File: src/rtl/pipe_ctrl_pkg.sv
// Shared types and constants for the pipeline controller: stall vectors,
// FSM state codes and the redirect payload driven to pc_reg.
package pipe_ctrl_pkg;

  localparam int unsigned STALL_W = 6;
  localparam int unsigned ADDR_W  = 32;

  // Bit order: [0]pc [1]if [2]id [3]ex [4]mem [5]wb; 1 = hold
  localparam logic [STALL_W-1:0] STALL_NONE    = 6'b000000;
  localparam logic [STALL_W-1:0] STALL_FROM_ID = 6'b000111;
  localparam logic [STALL_W-1:0] STALL_FROM_EX = 6'b001111;

  typedef enum logic [1:0] {
    CTRL_RUN   = 2'd0,
    CTRL_MULTI = 2'd1,
    CTRL_FLUSH = 2'd2
  } ctrl_state_e;

  typedef struct packed {
    logic              valid;
    logic [ADDR_W-1:0] pc;
  } redirect_t;

endpackage

File: src/rtl/pipe_ctrl_sat_counter.sv
// Enable-driven up-counter that sticks at all-ones instead of wrapping.
module sat_counter #(
  parameter int unsigned W = 32
) (
  input  logic         clk,
  input  logic         rst,
  input  logic         en,
  output logic [W-1:0] count
);

  always_ff @(posedge clk) begin
    if (rst) begin
      count <= '0;
    end else if (en && (count != '1)) begin
      count <= count + W'(1);
    end
  end

endmodule

File: src/rtl/pipe_ctrl.sv
// Pipeline controller: merges ID/EX stall requests, sequences multi-cycle EX
// ops, issues timed flush/redirect on exceptions and counts stalled cycles.
module pipe_ctrl
  import pipe_ctrl_pkg::*;
#(
  parameter int unsigned MC_CNT_W     = 5,
  parameter int unsigned FLUSH_CYCLES = 1,
  parameter int unsigned PERF_W       = 32
) (
  input  logic                clk,
  input  logic                rst,
  input  logic                stallreq_id,
  input  logic                stallreq_ex,
  input  logic                mc_start,
  input  logic [MC_CNT_W-1:0] mc_cycles,
  input  logic                excp_valid,
  input  logic [ADDR_W-1:0]   excp_pc,
  output logic [STALL_W-1:0]  stall,
  output logic                flush,
  output logic [ADDR_W-1:0]   new_pc,
  output logic                mc_done,
  output logic                busy,
  output logic [PERF_W-1:0]   stall_cnt
);

  localparam int unsigned FCNT_W = (FLUSH_CYCLES > 1) ? $clog2(FLUSH_CYCLES) : 1;
  localparam logic [FCNT_W-1:0] FCNT_LOAD = FCNT_W'(FLUSH_CYCLES - 1);

  ctrl_state_e         state, state_nxt;
  logic [MC_CNT_W-1:0] cnt, cnt_nxt;
  logic [FCNT_W-1:0]   fcnt, fcnt_nxt;
  redirect_t           redir, redir_nxt;
  logic [MC_CNT_W-1:0] mc_load;

  // A zero-length op behaves as a single-cycle op.
  assign mc_load = (mc_cycles == '0) ? '0 : (mc_cycles - MC_CNT_W'(1));

  always_ff @(posedge clk) begin
    if (rst) begin
      state <= CTRL_RUN;
      cnt   <= '0;
      fcnt  <= '0;
      redir <= '0;
    end else begin
      state <= state_nxt;
      cnt   <= cnt_nxt;
      fcnt  <= fcnt_nxt;
      redir <= redir_nxt;
    end
  end

  always_comb begin
    state_nxt = state;
    cnt_nxt   = cnt;
    fcnt_nxt  = fcnt;
    redir_nxt = redir;
    stall     = STALL_NONE;
    mc_done   = 1'b0;

    // An exception from any state (re)starts the flush window; stall stays clear.
    if (excp_valid) begin
      state_nxt       = CTRL_FLUSH;
      fcnt_nxt        = FCNT_LOAD;
      redir_nxt.valid = 1'b1;
      redir_nxt.pc    = excp_pc;
    end else begin
      case (state)
        CTRL_RUN: begin
          if (mc_start) begin
            stall     = STALL_FROM_EX;
            state_nxt = CTRL_MULTI;
            cnt_nxt   = mc_load;
          end else if (stallreq_ex) begin
            stall = STALL_FROM_EX;
          end else if (stallreq_id) begin
            stall = STALL_FROM_ID;
          end
        end
        CTRL_MULTI: begin
          // ID/EX hold requests are irrelevant while EX is frozen.
          if (cnt != '0) begin
            stall   = STALL_FROM_EX;
            cnt_nxt = cnt - MC_CNT_W'(1);
          end else begin
            mc_done   = 1'b1;
            state_nxt = CTRL_RUN;
          end
        end
        CTRL_FLUSH: begin
          if (fcnt != '0) begin
            fcnt_nxt = fcnt - FCNT_W'(1);
          end else begin
            redir_nxt.valid = 1'b0;
            state_nxt       = CTRL_RUN;
          end
        end
        default: begin
          state_nxt       = CTRL_RUN;
          redir_nxt.valid = 1'b0;
        end
      endcase
    end

    if (rst) begin
      stall   = STALL_NONE;
      mc_done = 1'b0;
    end
  end

  assign flush  = redir.valid;
  assign new_pc = redir.pc;
  assign busy   = (state != CTRL_RUN);

  sat_counter #(
    .W(PERF_W)
  ) u_stall_cnt (
    .clk  (clk),
    .rst  (rst),
    .en   (stall[0]),
    .count(stall_cnt)
  );

endmodule
File: config.mk
export PLATFORM = sky130hd
export DESIGN_NAME = pipe_ctrl
export DESIGN_NICKNAME = d
export VERILOG_FILES = /design/src/rtl/pipe_ctrl_pkg.sv /design/src/rtl/pipe_ctrl_sat_counter.sv /design/src/rtl/pipe_ctrl.sv
export SDC_FILE = /design/constraint.sdc
export NUM_CORES = 1
export LEC_CHECK = 0
export BUFFER_PORTS_ARGS = -buffer_cell sky130_fd_sc_hd__buf_2
export CORE_ASPECT_RATIO = 0.8
export CORE_UTILIZATION = 55
export CTS_BUF_LIST = sky130_fd_sc_hd__clkbuf_8
export DETAILED_ROUTE_END_ITERATION = 10
export PLACE_DENSITY = 0.91
export SLEW_MARGIN = 20
export SYNTH_ARGS = -nofsm -noshare
export SYNTH_HDL_FRONTEND = slang
export SYNTH_SLANG_ARGS = --single-unit
File: constraint.sdc
create_clock -name clk -period 4.9 [get_ports clk]
set_clock_uncertainty 0.2 [all_clocks]
set_input_delay 0.245 -clock clk [delete_from_list [all_inputs] [get_ports clk]]
set_output_delay 0.245 -clock clk [all_outputs]
set_load 0.02 [all_outputs]
==> metrics.md, run 1 <==
| Metric | Value |
|---|---|
| Full die area | `roughly 0.0063 sq mm` |
| LEAKAGE | `just under 0.002 uW` |
| Drt drc | `0` |
| TritonCTS clock tree | `built` |
| Final Core Density | `0.796` |
| Port buffer count | `113` |
| Die Wd | `approximately 90 um` |
| Maximum capacitance violations | `0` |
| PnR Total Power | `1420 uW` |
| H-tree Lvls | `3` |
| Via-per-instance ratio | `about 6` |
| Mapped Cells | `364` |
| Synth warn | `0` |
| Total wire length | `9.55 mm` |
| CTS Buffer Depth | `2` |
| Post-synth EDFFs | `0` |
| Final Slew Violations | `0` |
| CTS buffer count | `9` |
| Worst hold-check path type | `in -> reg` |
| Post-CTS setup buffers | `0` |
| Final Hold Fails | `0` |
| Avg WL per Cell | `around 16 um` |
| RePlAce Congestion | `0.841` |
| Outcome | `finished, final reports clean` |
| Measured slew at the worst slew-check pin | `1070 ps` |
| GRT Total Usage | `0.302` |
| Final min period | `2900 ps` |
| Power Density | `318 mW/mm^2` |
| Area growth syn-to-layout | `35.7%` |
| Filler instances | `361` |
| Ratio of cells with drive above 1 in the final layout | `0.277` |
| Router iterations before antenna repair | `5` |
| First-pass GRT wire length | `14.6 mm` |
| Post_cts resized | `0` |
| Core area | `0.00562 sq mm` |
| Final setup viols | `0` |
| Post-synth cell types | `50` |
| Ys flop type | `dfxtp_1` |
| Die span in y | `71.2 um` |
| Period utilisation layout | `0.592` |
| Crit-path max FO | `18` |
| GRT overflow | `0` |
| Vias in the first global route | `about 3200` |
| Root Buffer | `clkbuf_8` |
| Final hold slack | `13.3 ps` |
| Initial antenna violation count | `1` |
| Fmax | `between 300 and 400 MHz` |
| Pin count of the biggest net entering global routing | `77` |
| # rows | `24` |
| Max_slew headroom | `0.290` |
| CP arrival | `2970 ps` |
| Number of I/O pins | `116` |
| Post-DRT Antenna Nets | `0` |
| Post-Syn Area | `between 0.003 and 0.004 sq mm` |
| CP startpoint kind | `register` |
| PnR worst setup slack | `2000 ps` |
| Worst setup path class | `reg -> reg` |
| DP HPWL | `~5.4 mm` |
| Synth async-reset ratio | `0` |
| Required time of the critical path | `4970 ps` |
| Via count | `roughly 3400` |
| Post-synthesis register bit count | `72` |
| Peak supply drop | `approximately 0.00020 V` |
| Worst skew pair latency | `350 ps` |
| Initial Utilization | `0.587` |
| Clk sinks | `72` |
| Most common cell after layout, fill and taps aside | `buf_2` |
| Mean Syn Cell Area | `between 9 and 10 sq um` |
| Worst-path clk slew | `80 ps` |
| Setup repair after global routing missed its margin | `no` |
| Pre-CTS setup slack | `1800 ps` |
| CP Capture Type | `register` |
| NumNets Final | `547` |
| Setup TNS | `0 ps` |
| Initial DRC count | `235` |
| Sequential area share after synthesis | `0.437` |
| Most frequent cells in the layout | `113 x buf_2, 72 x dfxtp_1, 47 x nor2_1` |
[per-stage QoR]
stage | std cells | instance area, sq um
6_report | 585 | 4470
3_3_place_gp | 535 | 3860
4_1_cts | 584 | 4460
2_1_floorplan | 365 | 3300
3_5_place_dp | 535 | 3860
5_1_grt | 585 | 4470
[synthesized netlist by cell type, types with 6 or more instances]
library cell,n,area [sq um]
buf_1,8,30.0
or3_1,13,81.3
o21ai_1,7,35.0
clkbuf_1,6,22.5
nand4_1,8,50.1
nor3_1,8,40.0
dfxtp_1,72,1440
and4_1,6,52.6
mux2i_1,34,340
nand2_1,17,63.8
a21oi_1,25,125
o31ai_1,11,82.6
or4_1,11,82.6
inv_1,7,26.3
o21ai_0,11,55.1
nand3_1,11,55.1
nor2_1,47,176
[metal layers]
metal / GRT usage / vias to the layer above / part of all wire
li1: - / 1599 / -
met1: 0.352 / 1622 / 0.39
met2: 0.510 / 175 / 0.49
met3: 0.0691 / 49 / 0.066
met4: 0.170 / 0 / 0.052
met5: 0 / - / 0
[final cells by class]
cell class                      count  area [sq um]  share of cell area
Inverter                            7          26.3             0.00588
Sequential cell                    72          1440               0.322
Antenna cell                        1          2.50            0.000560
Clock buffer                        9           124              0.0277
Clock inverter                      7           143              0.0319
Tap cell                           78          97.6              0.0218
Timing Repair Buffer              147           903               0.202
Multi-Input combinational cell    264          1730               0.388
[path summary, 6_finish.rpt]
path | from | endpoint | slack [ps] | depth (start not counted)
worst max register to register | cnt[0] | u_stall_cnt.count[30] | 2000 | 7
worst max-delay path | cnt[0] | u_stall_cnt.count[30] | 2000 | 7
worst min-delay path | rst | state[0] | 10 | 3
worst min register to register | cnt[4] | cnt[4] | 290 | 2
[kinds of logic after synthesis]
group                    count (synthesis)  synth area share
AO/OA/AOI/OAI                           68             0.131
AND/OR/NAND/NOR                        148             0.248
buffers and inverters                   29            0.0418
adder cells (fa/ha/maj)                  3            0.0114
other                                    1           0.00114
multiplexers                            37             0.114
XOR/XNOR                                 6            0.0159
flip-flops                              72             0.437
[critical path, stage by stage (launching register included)]
cell and delay [ps]:
dfxtp_1 390, inv_1 60, ha_1 230, nor4b_1 220, a211oi_4 650, o31ai_4 340
or4_1 550, a21oi_1 180
[sequential cells by signal, indices dropped and copies added, names as in the netlist]
| register | flops |
|---|---|
| state | 2 |
| new_pc | 32 |
| u_stall_cnt.count | 32 |
| flush | 1 |
| cnt | 5 |
[what timing repair did]
item / CTS / global route
hold endpoints to repair: 33 / 0
hold buffers: 33 / 0
setup endpoints to repair: 0 / 0
[where the power goes]
part | switching [uW] | total (uW) | internal, uW
logic | 94.3 | 170 | 75.3
registers | 15.7 | 621 | 605
clock network | 238 | 630 | 392
No activity file was read; power rests on OpenSTA's default activity.
==> inputs of run 2 (changes only) <==
- CORE_UTILIZATION: 55 -> 52
- PLACE_DENSITY: 0.91 -> 0.87
- clock period: 4.9 -> 2.7 ns (I/O delays scaled with it)
==> run 2 against run 1 <==
Compared with the run above: combinational power is 91% higher; utilization fell by 4.3 points; die area grew 5.6%; clock power increased by 33%; critical path depth up 1; critical path type unchanged; highest routed layer unchanged.
==> metrics.md, run 2 (same netlist as run 1, synthesis figures left out) <==
| Metric | Value |
|---|---|
| Outcome | `finished, final reports clean` |
| CP max stage cell | `dfxtp_1` |
| CTS buffer count | `9` |
| CP Buf/Inv Count | `2` |
| Via-per-instance ratio | `5.57` |
| Ant diodes | `0` |
| First-pass GRT wire length | `14.7 mm` |
| Cell family with most CP delay | `simple AND/OR/NAND/NOR gates` |
| R2R Path Start | `cnt[0]` |
| CP arrival | `2550 ps` |
| NumNets Final | `561` |
| Drt drc | `0` |
| Peak supply drop | `roughly 0.0004 V` |
| Worst-path clk slew | `80 ps` |
| Router iterations before antenna repair | `4` |
| CP Capture Type | `register` |
| Clk sinks | `just over 70` |
| RePlAce Congestion | `0.822` |
| Critical path cell sequence | `inv_1 -> ha_1 -> nor4b_2 -> a211oi_4 -> buf_4 -> nand2_4 -> nor4_2 -> mux2_1` |
| Avg WL per Cell | `15.5 um` |
| Critical Path Max Stage Delay | `370 ps` |
| Hold_sp | `mc_cycles[3]` |
| Initial Utilization | `0.549` |
| CP startpoint kind | `register` |
| Reg area | `0.00144 sq mm` |
| Fmax | `396 MHz` |
| Setup TNS | `0 ps` |
| Fin area | `0.00453 sq mm` |
| Power Density | `506 mW/mm^2` |
| PnR Total Power | `2290 uW` |
| Die span in y | `73.2 um` |
| Final Core Density | `0.754` |
| GRT overflow | `0` |
| Worst hold-check path type | `in -> reg` |
| Vias in the first global route | `3134` |
| Maximum capacitance violations | `0` |
| H-tree Lvls | `3` |
| Most common cell after layout, fill and taps aside | `buf_2` |
| Pin count of the biggest net entering global routing | `77` |
| Final setup viols | `0` |
| Final min period | `2520 ps` |
| LEAKAGE | `a little over 0.002 uW` |
| Period utilisation layout | `0.935` |
| Total wire length | `between 9 and 10 mm` |
| Ratio of cells with drive above 1 in the final layout | `0.288` |
| Max_slew headroom | `0.487` |
| Core area | `0.00601 sq mm` |
| TritonCTS clock tree | `built` |
| CTS Buffer Depth | `2` |
| Initial antenna violation count | `0` |
| Initial DRC count | `177` |
| Area growth syn-to-layout | `37.4%` |
| CP startpoint | `cnt[0]` |
| Required time of the critical path | `approximately 2700 ps` |
| Post-DRT Antenna Nets | `0` |
| Number of I/O pins | `116` |
| Final Hold Fails | `0` |
| Filler instances | `456` |
| Worst setup path class | `reg -> reg` |
| DP Area | `roughly 0.0039 sq mm` |
| Die Wd | `91.0 um` |
| GRT Total Usage | `0.277` |
| Port buffer count | `113` |
| Multi-input gate area | `0.00174 sq mm` |
| # rows | `25` |
| Measured slew at the worst slew-check pin | `769 ps` |
| Full die area | `0.00666 sq mm` |
| Most frequent cells in the layout | `113 x buf_2, 72 x dfxtp_1, 47 x nor2_1` |
| Post-CTS setup buffers | `0` |
| Via count | `between 3000 and 4000` |
| DP HPWL | `5.61 mm` |
| Worst skew pair latency | `roughly 340 ps` |
| Crit-path max FO | `13` |
| Root Buffer | `clkbuf_8` |
| Setup repair after global routing missed its margin | `no` |
| Final Slew Violations | `0` |
==> run 2: timing repair <==
action | CTS | global route
setup endpoints to repair | 0 | 2
hold buffers | 37 | 0
hold endpoints to repair | 35 | 0
gates resized for setup | 0 | 2
==> run 2: power by group <==
part	switching (uW)	internal, uW
clock network	392	447
registers	25.2	1100
logic	177	148
total	595	1690
==> run 2: path summary, 6_finish.rpt <==
| kind | endpoint | slack [ps] | cells after the start |
|---|---|---|---|
| setup / recovery | u_stall_cnt.count[27] | 180 | 8 |
| hold / removal | cnt[3] | 60 | 4 |
| setup reg to reg | u_stall_cnt.count[27] | 180 | 8 |
| hold reg to reg | new_pc[23] | 290 | 2 |
==> run 2: final cells by class <==
class | count | share of cell area
multi-input combinational | 264 | 0.385
sequential | 72 | 0.318
timing repair buffer | 161 | 0.225
clock buffer | 10 | 0.0304
tap | 81 | 0.0224
clock inverter | 6 | 0.0133
inverter | 7 | 0.00580
==> run 2: metal layers <==
| layer | vias up | GRT usage | share of wire |
|---|---|---|---|
| li1 | 1633 | - | - |
| met4 | 0 | 0.116 | 0.019 |
| met3 | 19 | 0.0594 | 0.043 |
| met5 | - | 0 | 0 |
| met2 | 102 | 0.490 | 0.52 |
| met1 | 1596 | 0.331 | 0.42 |
==> run 2: through the flow <==
step                      cells  worst slack, ps  hold WS (ps)
after floorplan             365              271          82.5
after global routing        601             50.5          80.7
after global placement      548              215           168
after CTS                   601             72.8          49.9
final                       601              175          57.1
after detailed placement    548              144           178
==> run 2: worst register-to-register path, cell delays in order, from the launching register on <==
cell and delay (ps):
dfxtp_1 370, inv_1 60, ha_1 220, nor4b_2 190
a211oi_4 320, buf_4 240, nand2_4 120, nor4_2 330
mux2_1 360
